<file path="src/rtl/if_fetch_pkg.sv">
// ---------------------------------------------------------------------------
// if_fetch_pkg
// Shared definitions for the instruction-fetch stage: FSM state encoding,
// stall-vector bit positions and bus-width constants.
// ---------------------------------------------------------------------------
package if_fetch_pkg;

    localparam int INST_ADDR_W = 32;
    localparam int INST_W      = 32;
    localparam int STALL_W     = 6;

    // Bit of the ctrl stall vector that freezes the IF stage.
    localparam int STALL_IF_BIT = 1;

    localparam logic STOP     = 1'b1;
    localparam logic NOT_STOP = 1'b0;

    localparam logic [INST_W-1:0] ZERO_WORD = '0;

    // IDLE    : first cycle after reset, no request yet
    // WAIT    : request to pc outstanding
    // HOLD    : instruction captured during a stall, bus idle
    // DISCARD : waiting for the ack of a fetch made stale by a flush
    typedef enum logic [1:0] {
        IF_ST_IDLE    = 2'd0,
        IF_ST_WAIT    = 2'd1,
        IF_ST_HOLD    = 2'd2,
        IF_ST_DISCARD = 2'd3
    } if_state_e;

    // Sequential next PC; 32-bit modular, wraps from 0xFFFF_FFFC to 0.
    function automatic logic [INST_ADDR_W-1:0] seq_pc(input logic [INST_ADDR_W-1:0] pc);
        return pc + 32'd4;
    endfunction

endpackage

</file>
<file path="src/rtl/if_fetch.sv">
// ---------------------------------------------------------------------------
// if_fetch
// Instruction-fetch stage. Holds the PC, issues single-outstanding requests on
// the instruction bus and presents if_pc/if_inst when an instruction is ready.
// Branch redirects take effect after the delay-slot instruction is consumed;
// an exception flush redirects immediately and discards any stale in-flight
// fetch.
//
// Ports:
//   clk, rst            clock, synchronous active-high reset
//   stall[5:0]          ctrl stall vector; only stall[1] (IF) is used
//   flush, new_pc       exception flush and its target (highest priority)
//   branch_flag_i       taken branch/jump resolved in ID
//   branch_target_i     branch target
//   ibus_req/ibus_addr  fetch request, held until ibus_ack
//   ibus_ack/ibus_rdata one-cycle completion and instruction word
//   if_pc/if_inst       presented PC / instruction (zero when none)
//   stallreq            IF cannot supply an instruction this cycle
// ---------------------------------------------------------------------------
module if_fetch
    import if_fetch_pkg::*;
#(
    parameter logic [31:0] RESET_PC = 32'h0000_0000
) (
    input  logic                   clk,
    input  logic                   rst,
    input  logic [STALL_W-1:0]     stall,
    input  logic                   flush,
    input  logic [INST_ADDR_W-1:0] new_pc,
    input  logic                   branch_flag_i,
    input  logic [INST_ADDR_W-1:0] branch_target_i,
    output logic                   ibus_req,
    output logic [INST_ADDR_W-1:0] ibus_addr,
    input  logic                   ibus_ack,
    input  logic [INST_W-1:0]      ibus_rdata,
    output logic [INST_ADDR_W-1:0] if_pc,
    output logic [INST_W-1:0]      if_inst,
    output logic                   stallreq
);

    if_state_e              state_q, state_d;
    logic [INST_ADDR_W-1:0] pc_q, pc_d;
    logic [INST_W-1:0]      buf_inst_q, buf_inst_d;
    logic                   br_pend_q, br_pend_d;
    logic [INST_ADDR_W-1:0] br_tgt_q, br_tgt_d;
    // Address of the abandoned fetch, kept on the bus until its ack arrives.
    logic [INST_ADDR_W-1:0] stale_addr_q, stale_addr_d;

    logic                   if_stop;
    logic                   avail;
    logic                   consume;
    logic [INST_ADDR_W-1:0] pc_after;

    // Only the IF bit of the stall vector matters here.
    logic unused_stall;
    assign unused_stall = ^{stall[STALL_W-1:STALL_IF_BIT+1], stall[STALL_IF_BIT-1:0]};

    assign if_stop  = (stall[STALL_IF_BIT] == STOP);
    assign avail    = ((state_q == IF_ST_WAIT) && ibus_ack) || (state_q == IF_ST_HOLD);
    assign consume  = avail && !if_stop && !flush;

    // A branch seen together with the consumed delay slot wins over a latched one.
    assign pc_after = branch_flag_i ? branch_target_i :
                      br_pend_q     ? br_tgt_q        : seq_pc(pc_q);

    always_comb begin
        state_d      = state_q;
        pc_d         = pc_q;
        buf_inst_d   = buf_inst_q;
        br_pend_d    = br_pend_q;
        br_tgt_d     = br_tgt_q;
        stale_addr_d = stale_addr_q;

        if (branch_flag_i && !consume) begin
            br_pend_d = 1'b1;
            br_tgt_d  = branch_target_i;
        end
        if (consume) begin
            pc_d      = pc_after;
            br_pend_d = 1'b0;
        end

        if (state_q == IF_ST_IDLE) begin
            state_d = IF_ST_WAIT;
        end else if (flush) begin
            pc_d       = new_pc;
            br_pend_d  = 1'b0;
            buf_inst_d = ZERO_WORD;
            if (((state_q == IF_ST_WAIT) || (state_q == IF_ST_DISCARD)) && !ibus_ack) begin
                state_d = IF_ST_DISCARD;
                // Re-flush while already discarding keeps the original stale address.
                if (state_q == IF_ST_WAIT) begin
                    stale_addr_d = pc_q;
                end
            end else begin
                state_d = IF_ST_WAIT;
            end
        end else begin
            case (state_q)
                IF_ST_WAIT: begin
                    if (ibus_ack && !consume) begin
                        buf_inst_d = ibus_rdata;
                        state_d    = IF_ST_HOLD;
                    end
                end
                IF_ST_HOLD: begin
                    if (consume) begin
                        state_d = IF_ST_WAIT;
                    end
                end
                IF_ST_DISCARD: begin
                    if (ibus_ack) begin
                        state_d = IF_ST_WAIT;
                    end
                end
                default: state_d = IF_ST_WAIT;
            endcase
        end
    end

    always_ff @(posedge clk) begin
        if (rst) begin
            state_q      <= IF_ST_IDLE;
            pc_q         <= RESET_PC;
            buf_inst_q   <= ZERO_WORD;
            br_pend_q    <= 1'b0;
            br_tgt_q     <= '0;
            stale_addr_q <= RESET_PC;
        end else begin
            state_q      <= state_d;
            pc_q         <= pc_d;
            buf_inst_q   <= buf_inst_d;
            br_pend_q    <= br_pend_d;
            br_tgt_q     <= br_tgt_d;
            stale_addr_q <= stale_addr_d;
        end
    end

    // Outputs are forced to their idle values during reset so that nothing
    // left over in the registers is visible in the reset cycle.
    assign ibus_req  = ((state_q == IF_ST_WAIT) || (state_q == IF_ST_DISCARD)) && !rst;
    assign ibus_addr = rst ? RESET_PC :
                       (state_q == IF_ST_DISCARD) ? stale_addr_q : pc_q;
    assign if_pc     = rst ? RESET_PC : pc_q;
    assign stallreq  = !rst && !avail && !flush;

    always_comb begin
        if_inst = ZERO_WORD;
        if (!rst && !flush) begin
            if ((state_q == IF_ST_WAIT) && ibus_ack) begin
                if_inst = ibus_rdata;
            end else if (state_q == IF_ST_HOLD) begin
                if_inst = buf_inst_q;
            end
        end
    end

endmodule

</file>
<file path="config.mk">
export PLATFORM = sky130hd
export DESIGN_NAME = if_fetch
export DESIGN_NICKNAME = d
export VERILOG_FILES = /design/src/rtl/if_fetch_pkg.sv /design/src/rtl/if_fetch.sv
export SDC_FILE = /design/constraint.sdc
export NUM_CORES = 1
export LEC_CHECK = 0
export ABC_CLOCK_PERIOD_IN_PS = 6100
export BUFFER_PORTS_ARGS = -buffer_cell sky130_fd_sc_hd__buf_2
export CAP_MARGIN = 5
export CORE_ASPECT_RATIO = 1.4
export CORE_MARGIN = 2
export CORE_UTILIZATION = 30
export CTS_CLUSTER_SIZE = 30
export DETAILED_ROUTE_END_ITERATION = 10
export PLACE_DENSITY_LB_ADDON = 0.15
export SLEW_MARGIN = 40
export SYNTH_ARGS = -nofsm -noshare
export SYNTH_HDL_FRONTEND = slang
export SYNTH_SLANG_ARGS = --single-unit
</file>
<file path="constraint.sdc">
create_clock -name clk -period 6.1 [get_ports clk]
set_clock_uncertainty 0.1 [all_clocks]
set_input_delay 1.22 -clock clk [delete_from_list [all_inputs] [get_ports clk]]
set_output_delay 1.22 -clock clk [all_outputs]
set_load 0.02 [all_outputs]
</file>
==> run summary <==
Rel. slew slack: 0.433
Slew Viols, Final: 0
Fin cells: 1519
Distinct cells, synth: 74
Core Region: 24800 um^2
Fmax: 241 MHz
TritonRoute pass-1 iters: 7
Final net count: 1297
Die area: 26500 um^2
Crit share post-route: 0.679
Post-Syn Nets: 1165
Sink Count: 131
Gpl congestion: 0.829
CP endpoint kind: output port
Post-synth top area share: 0.347
WL per Instance: 18.5 um
Post-Place Cell Area: 8640 um^2
Seq/Total Area, Yosys: 0.347
Overall power: 2.42 mW
Layout Utilization: 0.374
Setup violators final: 0
HP Class: flop to flop
Io pins: 205
Clk root buf: clkbuf_16
Worst-Skew Late Latency: 0.42 ns
First-pass GRT wire length: 43800 um
FF+latch count, synth: 131
Starting Density: 0.305
Synth cell count leaders: nand2_1, a21oi_1, dfxtp_1, nor2_1, clkbuf_1
Core Rows: 68
Synth Area per Inst: 7.15 um^2
Count leader, synth: nand2_1
Gr usage total: 0.209
Total number of vias: 8042
RSZ-0062 raised after global routing: no
Synth Cell Area: 7560 um^2
Initial antenna violation count: 6
Die Span Y: 192 um
CTS tree: done
Ys async rst share: 0
Syn. warnings: 0
Post-CTS setup buffer count: 0
Status: completed
Post-CTS Resized: 0
DP Wirelength: 19200 um
Final ANT Viol Nets: 0
Crit Path Max Fanout: 18
Met3 Routed Length: 1690 um
Peak supply drop: 0.190 mV
Hold WS: 0.349 ns
Top_reg_cell synth: dfxtp_1
Grt ovf: 0
PD cells: 262 nW/um^2
Crit path DAT: 2.82 ns
Final Hold Vio Count: 0
Post-synth EDFFs: 0
Die X: 138 um
WS Path Type: input pin to output port
Post-Place Worst Slack: 1.94 ns
Area contributors post-synth: dfxtp_1, nand2_1, a21oi_1
TritonCTS Buffers: 17
Placed Cells: 1485
Final instance area: 9250 um^2
DRC Markers: 0
Min cycle time layout: 4.14 ns
Met1 WL: 11100 um
Number of global-route vias before repair: 7748
Via density: 5.29
Area leader, netlist: dfxtp_1
H-tree depth: 4
Tightest Pin Transition: 0.849 ns
Setup crit start kind: input pin
Highest metal used: met5
Largest net degree at the start of global routing: 62
Cts-stage hold buffer count: 0
Synth Instances: 1057
Area Growth Syn to Fin: 22.3%
Post-Route WL: 28100 um
Metal2 WL: 14400 um
Worst-path clk slew: 0.06 ns
Max-Cap Viols: 0
Share of layout cells above drive strength 1: 0.231
Final setup TNS: 0 ns
Post-route setup slack: 1.96 ns
Leakage: 3.62 nW
I/O Buffers: 199
Drt first-iter violations: 467
Worst EP required: 4.78 ns
Clk buf depth: 2
## layout by cell type, fill, tap and decap left out, drive strengths merged, types with 3 or more instances in the layout
cell     synthesis  final
nor4             8      8
nand2b           7      7
inv              5      5
nor3b            4      4
o22ai            5      5
clkinv           1      5
clkbuf          50     24
buf             56    219
a221oi           4      4
nor2            56     56
a22oi           34     34
o211ai          10     10
o21a             4      4
a21oi          158    158
nor3            21     21
and3            15     15
dfxtp          131    131
and4             4      4
xnor2            9      9
o31a             4      4
mux2i            9      9
o221ai           9      9
bufinv           0      3
nand3           46     46
and2             3      3
a2111oi          4      4
or3              8      8
nand4           12     12
a31oi            5      5
nor2b           34     34
a211oi          12     12
xor2             5      5
o21ai           39     39
nand2          259    259
## critical path, cell delays in order
cell     delay, ns
buf_2         0.17
and3b_1       0.64
buf_4         0.38
a22oi_1       0.10
nor2_1        0.12
buf_2         0.18
## state kept, by name, summed over array words and instances, names as in the netlist
name,cells
buf_inst_q,32
state_q,2
pc_q,32
stale_addr_q,32
br_pend_q,1
br_tgt_q,32
## report_power, final
part | switching, mW | internal, mW
clock network | 0.394 | 0.676
registers | 0.0691 | 0.901
logic | 0.245 | 0.138
## cell type report
type                    instances  area [um^2]
well taps                     315          394
diodes                          2         5.00
clock buffers                  24          482
multi-input cells             814         4440
inverters                       6         22.5
flip-flops and latches        131         2620
clock inverters                 8          125
fillers                      2714        15500
repair buffers                219         1150
## logic make-up after synthesis
logic type | after synthesis | share of synthesized area
buf+inv | 112 | 0.0690
compound gates | 304 | 0.247
xor+xnor | 14 | 0.0162
flops | 131 | 0.347
simple gates | 485 | 0.305
mux | 10 | 0.0134
fa+ha+maj | 1 | 0.00165
## worst paths after layout
| kind | end | slack [ns] | cells past startpoint | from |
|---|---|---|---|---|
| setup / recovery | if_inst[1] | 1.96 | 6 | ibus_ack |
| hold / removal | br_tgt_q[8] | 0.35 | 2 | br_tgt_q[8] |
| setup reg to reg | pc_q[28] | 2.81 | 6 | state_q[1] |
| hold reg to reg | br_tgt_q[8] | 0.35 | 2 | br_tgt_q[8] |
## per-layer routing
layer / global-route usage / vias up
met1: 0.233 / 3763
met5: 0 / -
met3: 0.0516 / 49
met2: 0.382 / 267
li1: - / 3957
met4: 0.0836 / 6
Power figures use the tool's default switching activity.
